## src/rtl/mem_arb_pkg.sv

```systemverilog
// Shared types for the memory-port arbiter: bus word types, FSM states,
// requester ids and the request latch.
package mem_arb_pkg;

    typedef logic [31:0] addr_t;
    typedef logic [31:0] data_t;

    typedef enum logic [1:0] {
        IDLE,
        ACCESS,
        RESP
    } arb_state_e;

    typedef enum logic {
        REQ_IF,
        REQ_D
    } requester_e;

    // Request captured on acceptance; presented to memory during ACCESS.
    typedef struct packed {
        requester_e id;
        addr_t      addr;
        data_t      wdata;
        logic [3:0] wstrb;
    } req_latch_t;

    // A data request with any byte strobe set is a store.
    function automatic logic is_write(input logic [3:0] wstrb);
        return |wstrb;
    endfunction

endpackage

```

## src/rtl/mem_arb_pick.sv

```systemverilog
// Combinational winner selection between fetch and data requesters.
// MEM_ARB_ROUND_ROBIN_EN selects round-robin on conflict; otherwise data has
// fixed priority, with a fetch force-granted once starve_cnt reaches IF_STARVE_MAX.
module mem_arb_pick
    import mem_arb_pkg::*;
#(
    parameter int unsigned IF_STARVE_MAX = 4
) (
    input  logic       if_valid,
    input  logic       d_valid,
`ifdef MEM_ARB_ROUND_ROBIN_EN
    input  requester_e last_grant,
`else
    input  logic [3:0] starve_cnt,
`endif
    output logic       grant_if,
    output logic       grant_d
);

    logic prefer_if;

    // Grant the only valid requester; on a conflict apply the mode's tie-break.
    always_comb begin
        prefer_if = 1'b0;
        grant_if  = if_valid;
        grant_d   = d_valid;
        if (if_valid && d_valid) begin
`ifdef MEM_ARB_ROUND_ROBIN_EN
            prefer_if = (last_grant == REQ_D);
`else
            prefer_if = (starve_cnt == 4'(IF_STARVE_MAX));
`endif
            grant_if = prefer_if;
            grant_d  = !prefer_if;
        end
    end

endmodule

```

## src/rtl/mem_port_arbiter.sv

```systemverilog
// Arbitrates the single-port memory map between instruction fetch and
// load/store. One request in flight; response two cycles after acceptance.
// Build option: define MEM_ARB_ROUND_ROBIN_EN for round-robin arbitration
// instead of data-first priority with fetch starvation guard.
module mem_port_arbiter
    import mem_arb_pkg::*;
#(
    parameter int unsigned IF_STARVE_MAX = 4
) (
    input  logic       clk,
    input  logic       reset,

    input  logic       if_req_valid,
    output logic       if_req_ready,
    input  addr_t      if_addr,
    output logic       if_rsp_valid,
    output data_t      if_rdata,

    input  logic       d_req_valid,
    output logic       d_req_ready,
    input  addr_t      d_addr,
    input  data_t      d_wdata,
    input  logic [3:0] d_wstrb,
    output logic       d_rsp_valid,
    output data_t      d_rdata,

    output addr_t      mem_address,
    output data_t      mem_write_data,
    output logic [3:0] mem_write_enable,
    input  data_t      mem_read_data
);

    arb_state_e state;
    req_latch_t req;

    logic grant_if;
    logic grant_d;
    logic can_accept;
    logic accept_if;
    logic accept_d;
    data_t rsp_word;

`ifdef MEM_ARB_ROUND_ROBIN_EN
    requester_e last_grant;
`else
    logic [3:0] starve_cnt;
`endif

    mem_arb_pick #(
        .IF_STARVE_MAX (IF_STARVE_MAX)
    ) u_pick (
        .if_valid   (if_req_valid),
        .d_valid    (d_req_valid),
`ifdef MEM_ARB_ROUND_ROBIN_EN
        .last_grant (last_grant),
`else
        .starve_cnt (starve_cnt),
`endif
        .grant_if   (grant_if),
        .grant_d    (grant_d)
    );

    // Ready only toward the winner, only in states that can take a new request.
    always_comb begin
        can_accept   = !reset && (state == IDLE || state == RESP);
        if_req_ready = can_accept && grant_if;
        d_req_ready  = can_accept && grant_d;
        accept_if    = if_req_ready && if_req_valid;
        accept_d     = d_req_ready && d_req_valid;
        rsp_word     = is_write(req.wstrb) ? '0 : mem_read_data;
    end

    // Address/data hold the last latched request; strobes only during ACCESS.
    assign mem_address      = req.addr;
    assign mem_write_data   = req.wdata;
    assign mem_write_enable = (state == ACCESS) ? req.wstrb : 4'b0000;

    // Request FSM with registered responses.
    always_ff @(posedge clk) begin
        if (reset) begin
            state        <= IDLE;
            req          <= '0;
            if_rsp_valid <= 1'b0;
            d_rsp_valid  <= 1'b0;
            if_rdata     <= '0;
            d_rdata      <= '0;
        end else begin
            if_rsp_valid <= 1'b0;
            d_rsp_valid  <= 1'b0;
            unique case (state)
                IDLE, RESP: begin
                    if (accept_if) begin
                        req   <= '{id: REQ_IF, addr: if_addr, wdata: '0, wstrb: 4'b0000};
                        state <= ACCESS;
                    end else if (accept_d) begin
                        req   <= '{id: REQ_D, addr: d_addr, wdata: d_wdata, wstrb: d_wstrb};
                        state <= ACCESS;
                    end else begin
                        state <= IDLE;
                    end
                end
                ACCESS: begin
                    state <= RESP;
                    if (req.id == REQ_IF) begin
                        if_rsp_valid <= 1'b1;
                        if_rdata     <= rsp_word;
                    end else begin
                        d_rsp_valid <= 1'b1;
                        d_rdata     <= rsp_word;
                    end
                end
                default: state <= IDLE;
            endcase
        end
    end

`ifdef MEM_ARB_ROUND_ROBIN_EN
    // Remember who won the most recent acceptance for the next conflict.
    always_ff @(posedge clk) begin
        if (reset) begin
            last_grant <= REQ_IF;
        end else if (accept_if) begin
            last_grant <= REQ_IF;
        end else if (accept_d) begin
            last_grant <= REQ_D;
        end
    end
`else
    // Count data grants taken while a fetch was waiting; cleared on a fetch grant.
    always_ff @(posedge clk) begin
        if (reset) begin
            starve_cnt <= 4'd0;
        end else if (accept_if) begin
            starve_cnt <= 4'd0;
        end else if (accept_d && if_req_valid && starve_cnt != 4'hF) begin
            starve_cnt <= starve_cnt + 4'd1;
        end
    end
`endif

endmodule

```

## config.mk

```make
export PLATFORM = sky130hd
export DESIGN_NAME = mem_port_arbiter
export DESIGN_NICKNAME = d
export VERILOG_FILES = /design/src/rtl/mem_arb_pkg.sv /design/src/rtl/mem_arb_pick.sv /design/src/rtl/mem_port_arbiter.sv
export SDC_FILE = /design/constraint.sdc
export NUM_CORES = 1
export LEC_CHECK = 0
export ABC_AREA = 1
export BUFFER_PORTS_ARGS = -buffer_cell sky130_fd_sc_hd__buf_2
export CAP_MARGIN = 20
export CORE_AREA = 5 5 133 123
export CTS_CLUSTER_SIZE = 25
export DETAILED_ROUTE_END_ITERATION = 8
export DIE_AREA = 0 0 138 128
export MAX_ROUTING_LAYER = met4
export PLACE_DENSITY = 0.74
export SLEW_MARGIN = 30
export SYNTH_ARGS = -nofsm -noshare
export SYNTH_HDL_FRONTEND = slang
export SYNTH_SLANG_ARGS = --single-unit
```

## constraint.sdc

```tcl
create_clock -name clk -period 1.7 [get_ports clk]
set_clock_uncertainty 0.2 [all_clocks]
set_input_delay 0.34 -clock clk [delete_from_list [all_inputs] [get_ports clk]]
set_output_delay 0.34 -clock clk [all_outputs]
set_load 0.01 [all_outputs]
```

---- Word level (Yosys, flattened, before mapping) ----
Cells that the tools add are included.
storage, ports and cells
  register bits ........................... 141
  input port bits ......................... 136
  output and inout port bits .............. 136
  word-level logic and storage cells ...... 48
cells by class
  add/subtract/negate cells ............... 1
  equality and inequality tests ........... 4
  muxes and demuxes ....................... 11
  bitwise gates (word level) .............. 2
  reduce and logical (&&, ||, !) cells .... 20
operators by type and width
  kind                   count
  $mux W69               2
  $mux W32               1
  $logic_and A1 B1 Y1    8
  $mux W1                6
  $reduce_and A2 Y1      3
  $reduce_or A2 Y1       3
  $add A4 B1 Y4 const B  1
  $eq A4 B3 Y1 const B   1
  $mux W4                1
  $ne A4 B4 Y1 const B   1
  $pmux W2 S2            1
  $reduce_or A4 Y1       1
  $eq A2 B1 Y1 const B   1
  $eq A2 B2 Y1 const B   1
  $logic_not A1 Y1       2
  $logic_not A2 Y1       1
  $not A1 Y1             2
  $reduce_bool A2 Y1     1
  $logic_or A1 B1 Y1     1

---- Longest topological paths before layout ----
Gate-level depths: netlist of the first run.
  depth in word-level cells ............... 8
  gate-level depth with buffers ........... 10
  mapped depth without buffers ............ 9

---- By module ----
Synthesis of the first run repeated with hierarchy kept, for this count alone.
second synthesis, totals
  cells, all modules ...................... 822
  area, all modules ....................... 6,259.8 um^2
by module, submodules not included
  module            times used  cells each  area each (um^2)  seq. area each (um^2)
  mem_port_arbiter  1           810         6,193.4           2,822.7
  mem_arb_pick      1           12          66.3              0.0

---- Worst setup path before layout of the first run ----
Ideal clock, no wire load.
  kind .................................... register to register
  start ................................... register starve_cnt[0]
  end ..................................... register req, in the netlist mem_address[22]
  arrival ................................. 1.347 ns
  setup slack ............................. 0.097 ns
  stages on the path, launching flop included .. 11
  buffers on the path ..................... 1
  cell sequence ........................... dfxtp_1 -> inv_1 -> ha_1 -> nand3_1 -> nand2_1 -> nand2_2 -> buf_2 -> nand2_1 -> nand3_1 -> nand2_1 -> inv_1
between the ends
  word-level cells in the longest chain between the ends .. 7
  elaborated cells on any way between the ends .. 11
ends and longest elaborated chain
  item                          line                     RTL
  start, declared               mem_port_arbiter.sv:46   logic [3:0] starve_cnt;
  start signal, assigned        mem_port_arbiter.sv:136  starve_cnt <= starve_cnt + 4'd1;
  $eq A4 B3 Y1 (*)              mem_arb_pick.sv:31       prefer_if = (starve_cnt == 4'(IF_STARVE_MAX));
  $logic_not A1 Y1              mem_arb_pick.sv:34       grant_d = !prefer_if;
  $mux W1                       mem_arb_pick.sv:27       if (if_valid && d_valid) begin
  $logic_and A1 B1 Y1           mem_port_arbiter.sv:67   d_req_ready = can_accept && grant_d;
  $logic_and A1 B1 Y1           mem_port_arbiter.sv:69   accept_d = d_req_ready && d_req_valid;
  $reduce_bool A2 Y1 (no line)  --
  $reduce_and A2 Y1 (no line)   --
  end signal, assigned          mem_port_arbiter.sv:93   req <= '{id: REQ_IF, addr: if_addr, wdata: '0, wstrb: 4'b0000};
  end signal, assigned          mem_port_arbiter.sv:96   req <= '{id: REQ_D, addr: d_addr, wdata: d_wdata, wstrb: d_wstrb};
  end, declared                 mem_port_arbiter.sv:34   req_latch_t req;
Every way passes the cells marked *; elsewhere a longest branch is shown, timed or not.
A chain may end at the register's enable or synchronous reset.

---- Worst setup path after layout of the first run ----
  start ................................... register starve_cnt[0]
  end ..................................... output if_req_ready
between the ends
  word-level cells in the longest chain between the ends .. 3
ends and longest elaborated chain
  item                 line                    RTL
  $eq A4 B3 Y1         mem_arb_pick.sv:31
  $mux W1              mem_arb_pick.sv:27
  $logic_and A1 B1 Y1  mem_port_arbiter.sv:66  if_req_ready = can_accept && grant_if;
  end, declared        mem_port_arbiter.sv:14  output logic if_req_ready,
Every way passes these cells.

==> results of run 1 <==
layout make-up:
cell class,instances,share of cell area [%]
Sequential cell,141,30.1
Tap cell,202,2.69
Clock inverter,11,1.90
Inverter,77,3.08
Clock buffer,21,5.01
Timing Repair Buffer,379,29.4
Multi-Input combinational cell,476,27.8
per-stage QoR:
| stage | setup WS (ns) | power (W) | area, um2 | instances |
|---|---|---|---|---|
| after floorplan | 0.0970 | 0.00449 | 6220 | 813 |
| after global placement | 0.0516 | 0.00493 | 7460 | 1195 |
| after detailed placement | 0.0218 | 0.00495 | 7460 | 1195 |
| after CTS | -0.166 | 0.00910 | 8670 | 1281 |
| after global routing | -0.251 | 0.00970 | 9400 | 1307 |
| final | -0.178 | 0.00932 | 9400 | 1307 |
where the power goes:
part / switching, W / leakage, nW / internal, W / total [W]
Clock: 0.00148 / 0.311 / 0.00260 / 0.00408
Combinational: 0.000859 / 3.29 / 0.000762 / 0.00162
Sequential: 0.000112 / 1.16 / 0.00351 / 0.00362
Total: 0.00245 / 4.75 / 0.00687 / 0.00932
repair_timing:
action,in CTS,in global routing
pin swaps,5,16
cloned,0,14
setup endpoints to repair,6,42
buffers inserted,12,16
hold endpoints to repair,42,0
gates resized for setup,18,101
hold buffers,42,0
logic make-up (layout without fill, tap and decap cells):
| kind of cell | after synthesis | in the layout | synth area share, % |
|---|---|---|---|
| flops | 141 | 141 | 45.4 |
| buf+inv | 196 | 488 | 16.9 |
| compound gates | 179 | 179 | 16.8 |
| simple gates | 295 | 295 | 20.5 |
| fa+ha+maj | 2 | 2 | 0.402 |
registers in the layout, summed over array words and instances, names as in the netlist:
register	cells
d_rdata	32
if_rdata	32
mem_address	32
mem_write_data	32
req	5
starve_cnt	4
state	2
d_rsp_valid	1
if_rsp_valid	1
per-layer routing:
layer / vias up / wire, um
li1: 3174 / -
met1: 3033 / 8800
met2: 329 / 10300
met3: 36 / 1750
met4: 0 / 430
met5: - / 0
path summary, 6_finish.rpt:
kind / end / slack, ns / cells after the start
worst max-delay path: if_req_ready / -0.18 / 7
worst min-delay path: if_rdata[27]$_SDFFE_PP0P_ / 0.01 / 3
worst max register to register: d_rdata[28]$_SDFFE_PP0P_ / -0.06 / 11
worst min register to register: mem_write_data[11]$_SDFFE_PP0P_ / 0.26 / 2
cells in the final DEF, fill, tap and decap left out, types with 3 or more instances in the layout:
master and instances:
dfxtp_1 136, nand2_1 150, inv_2 12, o21ai_1 22, buf_6 13, nor2_2 5
clkbuf_8 3, dfxtp_2 4, inv_1 65, o21ai_0 5, buf_4 29, o21a_1 32
a21oi_1 69, nand2_4 8, o21ai_2 14, nand3_1 101, clkbuf_16 28, inv_6 4
dlygate4sd3_1 42, a21oi_2 9, nand2_2 11, o211ai_1 26, nor2_4 8, bufinv_16 4
buf_12 18, nor2_1 5, buf_2 265
critical path, cell delays in order, from the launching register on:
cell	delay [ns]
dfxtp_2	0.32
inv_2	0.07
ha_4	0.16
nand3_4	0.09
nand2_4	0.08
nand2_4	0.05
inv_2	0.06
buf_6	0.09
==> run_results.csv, run 1 <==
group,metric,value,unit
worst_hold_path,min_from,"mem_read_data[27]",
sta,final_max_slew_viol_count,0,
global_routing,antenna_found_initial,0,
setup_path,crit_path_max_fanout,2,
floorplanning,rows,43,
sta,setup_violations,45,
sta,max_freq,0.533,GHz
floorplanning,die_w,138,um
logic_synthesis,synth_edf_count,0,
logic_synthesis,yosys-top-cells-count,"167 x nand2_1, 141 x dfxtp_1, 104 x nand3_1, 78 x a21oi_1, 72 x buf_4",
logic_synthesis,ys_top_cells_by_area,"dfxtp_1 45%, nand2_1 10%, buf_4 8.7%",
detailed_routing,drt-total-wl,21300,um
setup_path,setup.worst_path.start,"starve_cnt[0]$_SDFFE_PP0P_",
logic_synthesis,yosysMostFrequentCell,"nand2_1",
final_layout,nFillCells,1272,
setup_path,critPathRequiredTime,1.16,ns
logic_synthesis,synth_seq_area_share,45.4,%
sta,period_needed,1.88,ns
clock_tree,insertion_delay,0.41,ns
final_layout,final_nets,1230,
sta,whs,0.0126,ns
global_routing,grt_pass1_wl,30100,um
run_status,violations,"setup timing",
power_and_ir_drop,peakVddDrop,0.723,mV
floorplanning,dieArea,17700,um2
final_layout,regArea,2830,um2
sta,finalCritPeriodShare,110,%
floorplanning,die-height,128,um
logic_synthesis,yosysWarningCount,0,
sta,finalSetupTns,-1.65,ns
logic_synthesis,yosysTopAreaCell,"dfxtp_1",
job,cap_violations,0,
sta,max_slew.worst_pin.slew,0.431,ns
final_layout,diodes,0,
detailed_routing,drt.antenna.violating_nets,0,
setup_path,r2r_start,"state[0]$_SDFF_PP0_",
floorplanning,io_pins,272,
clock_tree,cts_tree,"yes",
global_routing,grt_busiest_layer,"met2",
clock_tree,clock_tree.root_cell,"clkbuf_16",
logic_synthesis,synth_area,6220,um2
clock_tree,cts.path.max_buffers,2,
final_layout,syn_to_final_growth,51.2,%
logic_synthesis,synth_ff_type,"dfxtp_1",
placement,port_buffers,271,
detailed_routing,vias_per_cell,5.03,
detailed_routing,wire_per_inst,16.3,um
sta,hold_viol,0,
detailed_routing,vias,6572,
global_routing,gr-total-overflow,0,
logic_synthesis,synth_cells,813,
global_routing,use_met1,25.6,%
sta,timing.final.ws_setup,-0.178,ns
global_routing,grt_max_degree,59,
setup_path,critical_path_arrival,1.34,ns
floorplanning,core,15000,um2
setup_path,critPathLaunchType,"register",
logic_synthesis,synth_top_area_share,45.4,%
final_layout,drive_gt1_share,40.4,%
setup_path,cp-end-kind,"primary output",
logic_synthesis,synth_nets,951,
power_and_ir_drop,cellPowerDensity,991,nW/um2
setup_path,critical_path_class,"register to primary output",
clock_tree,cts.sinks,141,
placement,dp_hpwl,12700,um
logic_synthesis,ys_ff_latch,141,
global_routing,gr-usage-met2,34.8,%
detailed_routing,drc,0,
clock_tree,htree_levels,4,
global_routing,grt_usage,21.4,%
global_routing,grt_pass1_vias,6083,
power_and_ir_drop,leakage,4.75,nW
detailed_routing,drtPass1Iterations,5,
global_routing,gr-usage-met3,6.30,%
clock_tree,path_clk_slew,0.06,ns
logic_synthesis,avgSynthCellArea,7.65,um2
sta,slew_headroom,71.3,%
worst_hold_path,hp-class,"input port to register",
detailed_routing,drt_iter0_drc,367,
clock_tree,cts-buffers-inserted,17,
logic_synthesis,synth.distinct_cells,22,
run_status,status,"complete, but fails checks",
sta,rsz0062_at_grt,"yes",
placement,place.gp.congestion,0.960,
floorplanning,start_util,41.6,%
logic_synthesis,async_flop_share,0,%
final_layout,fin_util,62.8,%
final_layout,multi_input_area,2620,um2
(Power assumes the default switching activity.)
==> run 2, diff against run 1 <==
--- a/config.mk
+++ b/config.mk
@@ -8,12 +8,14 @@
 export ABC_AREA = 1
 export BUFFER_PORTS_ARGS = -buffer_cell sky130_fd_sc_hd__buf_2
 export CAP_MARGIN = 20
-export CORE_AREA = 5 5 133 123
+export CELL_PAD_IN_SITES_DETAIL_PLACEMENT = 1
+export CELL_PAD_IN_SITES_GLOBAL_PLACEMENT = 1
+export CORE_AREA = 5 5 158 145
 export CTS_CLUSTER_SIZE = 25
 export DETAILED_ROUTE_END_ITERATION = 8
-export DIE_AREA = 0 0 138 128
+export DIE_AREA = 0 0 163 150
 export MAX_ROUTING_LAYER = met4
-export PLACE_DENSITY = 0.74
+export PLACE_DENSITY = 0.75
 export SLEW_MARGIN = 30
 export SYNTH_ARGS = -nofsm -noshare
 export SYNTH_HDL_FRONTEND = slang
==> run_results.csv, run 2 (synthesis gave the netlist of run 1 again) <==
group,metric,value,unit
sta,slew_headroom,70.4,%
power_and_ir_drop,clkPwrFrac,41.0,%
clock_tree,cts_tree,"yes",
power_and_ir_drop,p_sw,0.00257,W
global_routing,grt_pass1_wl,34900,um
sta,hold_viol,0,
global_routing,antenna_found_initial,0,
placement,dp.cells,1283,
setup_path,r2r_start,"starve_cnt[0]$_SDFFE_PP0P_",
placement,place.gp.congestion,0.801,
setup_path,crit_end,"if_req_ready",
run_status,violations,"setup timing",
power_and_ir_drop,pwr-share-seq,41.5,%
clock_tree,cts.sinks,141,
detailed_routing,drt.antenna.violating_nets,0,
floorplanning,die_w,163,um
power_and_ir_drop,switching_share,29.5,%
job,cap_violations,0,
detailed_routing,drt_iter0_drc,360,
setup_path,setup.worst_path.start,"starve_cnt[0]$_SDFFE_PP0P_",
global_routing,grt_max_degree,60,
sta,final_max_slew_viol_count,0,
setup_path,r2r_slack,0.03,ns
clock_tree,insertion_delay,0.41,ns
clock_tree,htree_levels,4,
detailed_routing,drt-total-wl,22700,um
floorplanning,dieArea,24500,um2
sta,max_slew.worst_pin.slew,0.444,ns
sta,rsz0062_at_grt,"yes",
placement,port_buffers,271,
power_and_ir_drop,p_comb_share,17.5,%
floorplanning,die-height,150,um
final_layout,mostFrequentLayoutCells,"266 x buf_2, 159 x nand2_1, 137 x dfxtp_1, 100 x nand3_1, 75 x a21oi_1",
worst_hold_path,hp-class,"input port to register",
setup_path,critPathLaunchType,"register",
final_layout,drive_gt1_share,36.2,%
detailed_routing,drtPass1Iterations,4,
final_layout,final_nets,1223,
placement,dp_hpwl,14800,um
final_layout,final_common_cell,"buf_2",
global_routing,grt_pass1_vias,6510,
final_layout,diodes,0,
floorplanning,start_util,29.3,%
setup_path,r2r-end,"mem_address[17]$_SDFFE_PP0P_",
power_and_ir_drop,cellPowerDensity,955,nW/um2
floorplanning,rows,51,
detailed_routing,vias_per_cell,4.61,
setup_path,critical_path_arrival,1.36,ns
detailed_routing,wire_per_inst,16.4,um
floorplanning,io_pins,272,
sta,setup_violations,6,
sta,timing.final.ws_setup,-0.199,ns
setup_path,cp-end-kind,"primary output",
clock_tree,clock_tree.root_cell,"clkbuf_16",
setup_path,critical_path_class,"register to primary output",
power_and_ir_drop,leakage,4.57,nW
final_layout,design_area,9100,um2
run_status,status,"complete, but fails checks",
clock_tree,cts-buffers-inserted,17,
sta,max_freq,0.526,GHz
final_layout,fin_cells,1389,
global_routing,grt_usage,18.1,%
clock_tree,path_clk_slew,0.06,ns
detailed_routing,vias,6407,
clock_tree,cts.path.max_buffers,2,
detailed_routing,drc,0,
setup_path,crit_path_max_fanout,2,
power_and_ir_drop,internal_power,0.00612,W
final_layout,syn_to_final_growth,46.3,%
power_and_ir_drop,peakVddDrop,0.553,mV
sta,period_needed,1.90,ns
floorplanning,core,21200,um2
placement,place_area,7550,um2
global_routing,gr-total-overflow,0,
sta,finalCritPeriodShare,112,%
setup_path,reg2reg_depth,11,
setup_path,critPathRequiredTime,1.16,ns
-- run 2: cell types whose count changed in the layout (fill, tap and decap cells not counted), moves of 4 or more --
cell           previous run  this run
a21oi_1                  69        75
a21oi_2                   9         3
o21ai_2                  14         0
dlygate4sd3_1            42        54
buf_4                    29        22
clkbuf_16                28        22
bufinv_16                 4         0
buf_12                   18        13
nand2_1                 150       159
o21ai_1                  22        13
nand2_4                   8         4
nand2_2                  11         6
o21ai_0                   5        29
-- run 2: how the worst min path moves through the flow --
| stage | startpoint | end | slack, ns | depth (start not counted) |
|---|---|---|---|---|
| 2_1_floorplan | mem_write_data[0]$_SDFFE_PP0P_ | mem_write_data[0]$_SDFFE_PP0P_ | 0.24 | 2 |
| 3_3_place_gp | mem_write_data[29]$_SDFFE_PP0P_ | mem_write_data[29]$_SDFFE_PP0P_ | 0.25 | 2 |
| 3_5_place_dp | mem_write_data[14]$_SDFFE_PP0P_ | mem_write_data[14]$_SDFFE_PP0P_ | 0.26 | 2 |
| 4_1_cts | d_addr[26] | mem_address[26]$_SDFFE_PP0P_ | 0.0002 | 5 |
| 5_1_grt | mem_read_data[3] | d_rdata[3]$_SDFFE_PP0P_ | 0.008 | 3 |
| 6_report | mem_read_data[16] | if_rdata[16]$_SDFFE_PP0P_ | 0.02 | 3 |
-- run 2: metrics by stage --
| step | worst slack, ns | total power, W | TNS [ns] | utilization [%] | hold WS (ns) |
|---|---|---|---|---|---|
| 2_1_floorplan | 0.0970 | 0.00449 | 0 | - | 0.244 |
| 3_3_place_gp | 0.0353 | 0.00496 | 0 | 35.6 | 0.249 |
| 3_5_place_dp | -0.00237 | 0.00498 | -0.00237 | 35.6 | 0.255 |
| 4_1_cts | -0.183 | 0.00871 | -1.04 | 41.5 | 0.000239 |
| 5_1_grt | -0.275 | 0.00915 | -2.65 | 42.9 | 0.00753 |
| 6_report | -0.199 | 0.00869 | -0.790 | 42.9 | 0.0223 |
-- run 2: worst max-delay path: stages, from the launching register on --
cell	delay, ns
dfxtp_2	0.33
inv_2	0.08
ha_4	0.16
nand3_4	0.08
nand2_4	0.08
nand2_4	0.06
inv_4	0.06
buf_6	0.09
-- run 2: repair_timing --
item                                    CTS  global route
endpoints found under the setup margin    9            62
pin swaps                                 7            10
hold buffers                             54             0
endpoints found under the hold margin    55             0
resized for setup                        25            36
cloned                                    0             6
buffers inserted                         10             6
-- run 2: metal layers --
metal,vias to the layer above,global-route usage (%),share of wire [%]
met3,14,5.37,7.2
met4,0,4.40,0.96
met1,3040,22.1,44
li1,3145,-,-
met2,208,29.6,48
met5,-,-,0
-- run 2: layout make-up --
class                           count  area, um2
Tap cell                          291        364
Clock buffer                       17        425
Timing Repair Buffer              372       2560
Multi-Input combinational cell    476       2500
Fill cell                        2599      12100
Sequential cell                   141       2830
Clock inverter                     15        128
Inverter                           77        294
-- run 2: power by group through the flow --
| stage | clock, W | combinational [W] | sequential [W] |
|---|---|---|---|
| after global placement | 0 | 0.00128 | 0.00367 |
| final | 0.00356 | 0.00152 | 0.00361 |
| after floorplan | 0 | 0.000777 | 0.00371 |
| after CTS | 0.00367 | 0.00143 | 0.00361 |
| after global routing | 0.00385 | 0.00167 | 0.00363 |
| after detailed placement | 0 | 0.00130 | 0.00368 |
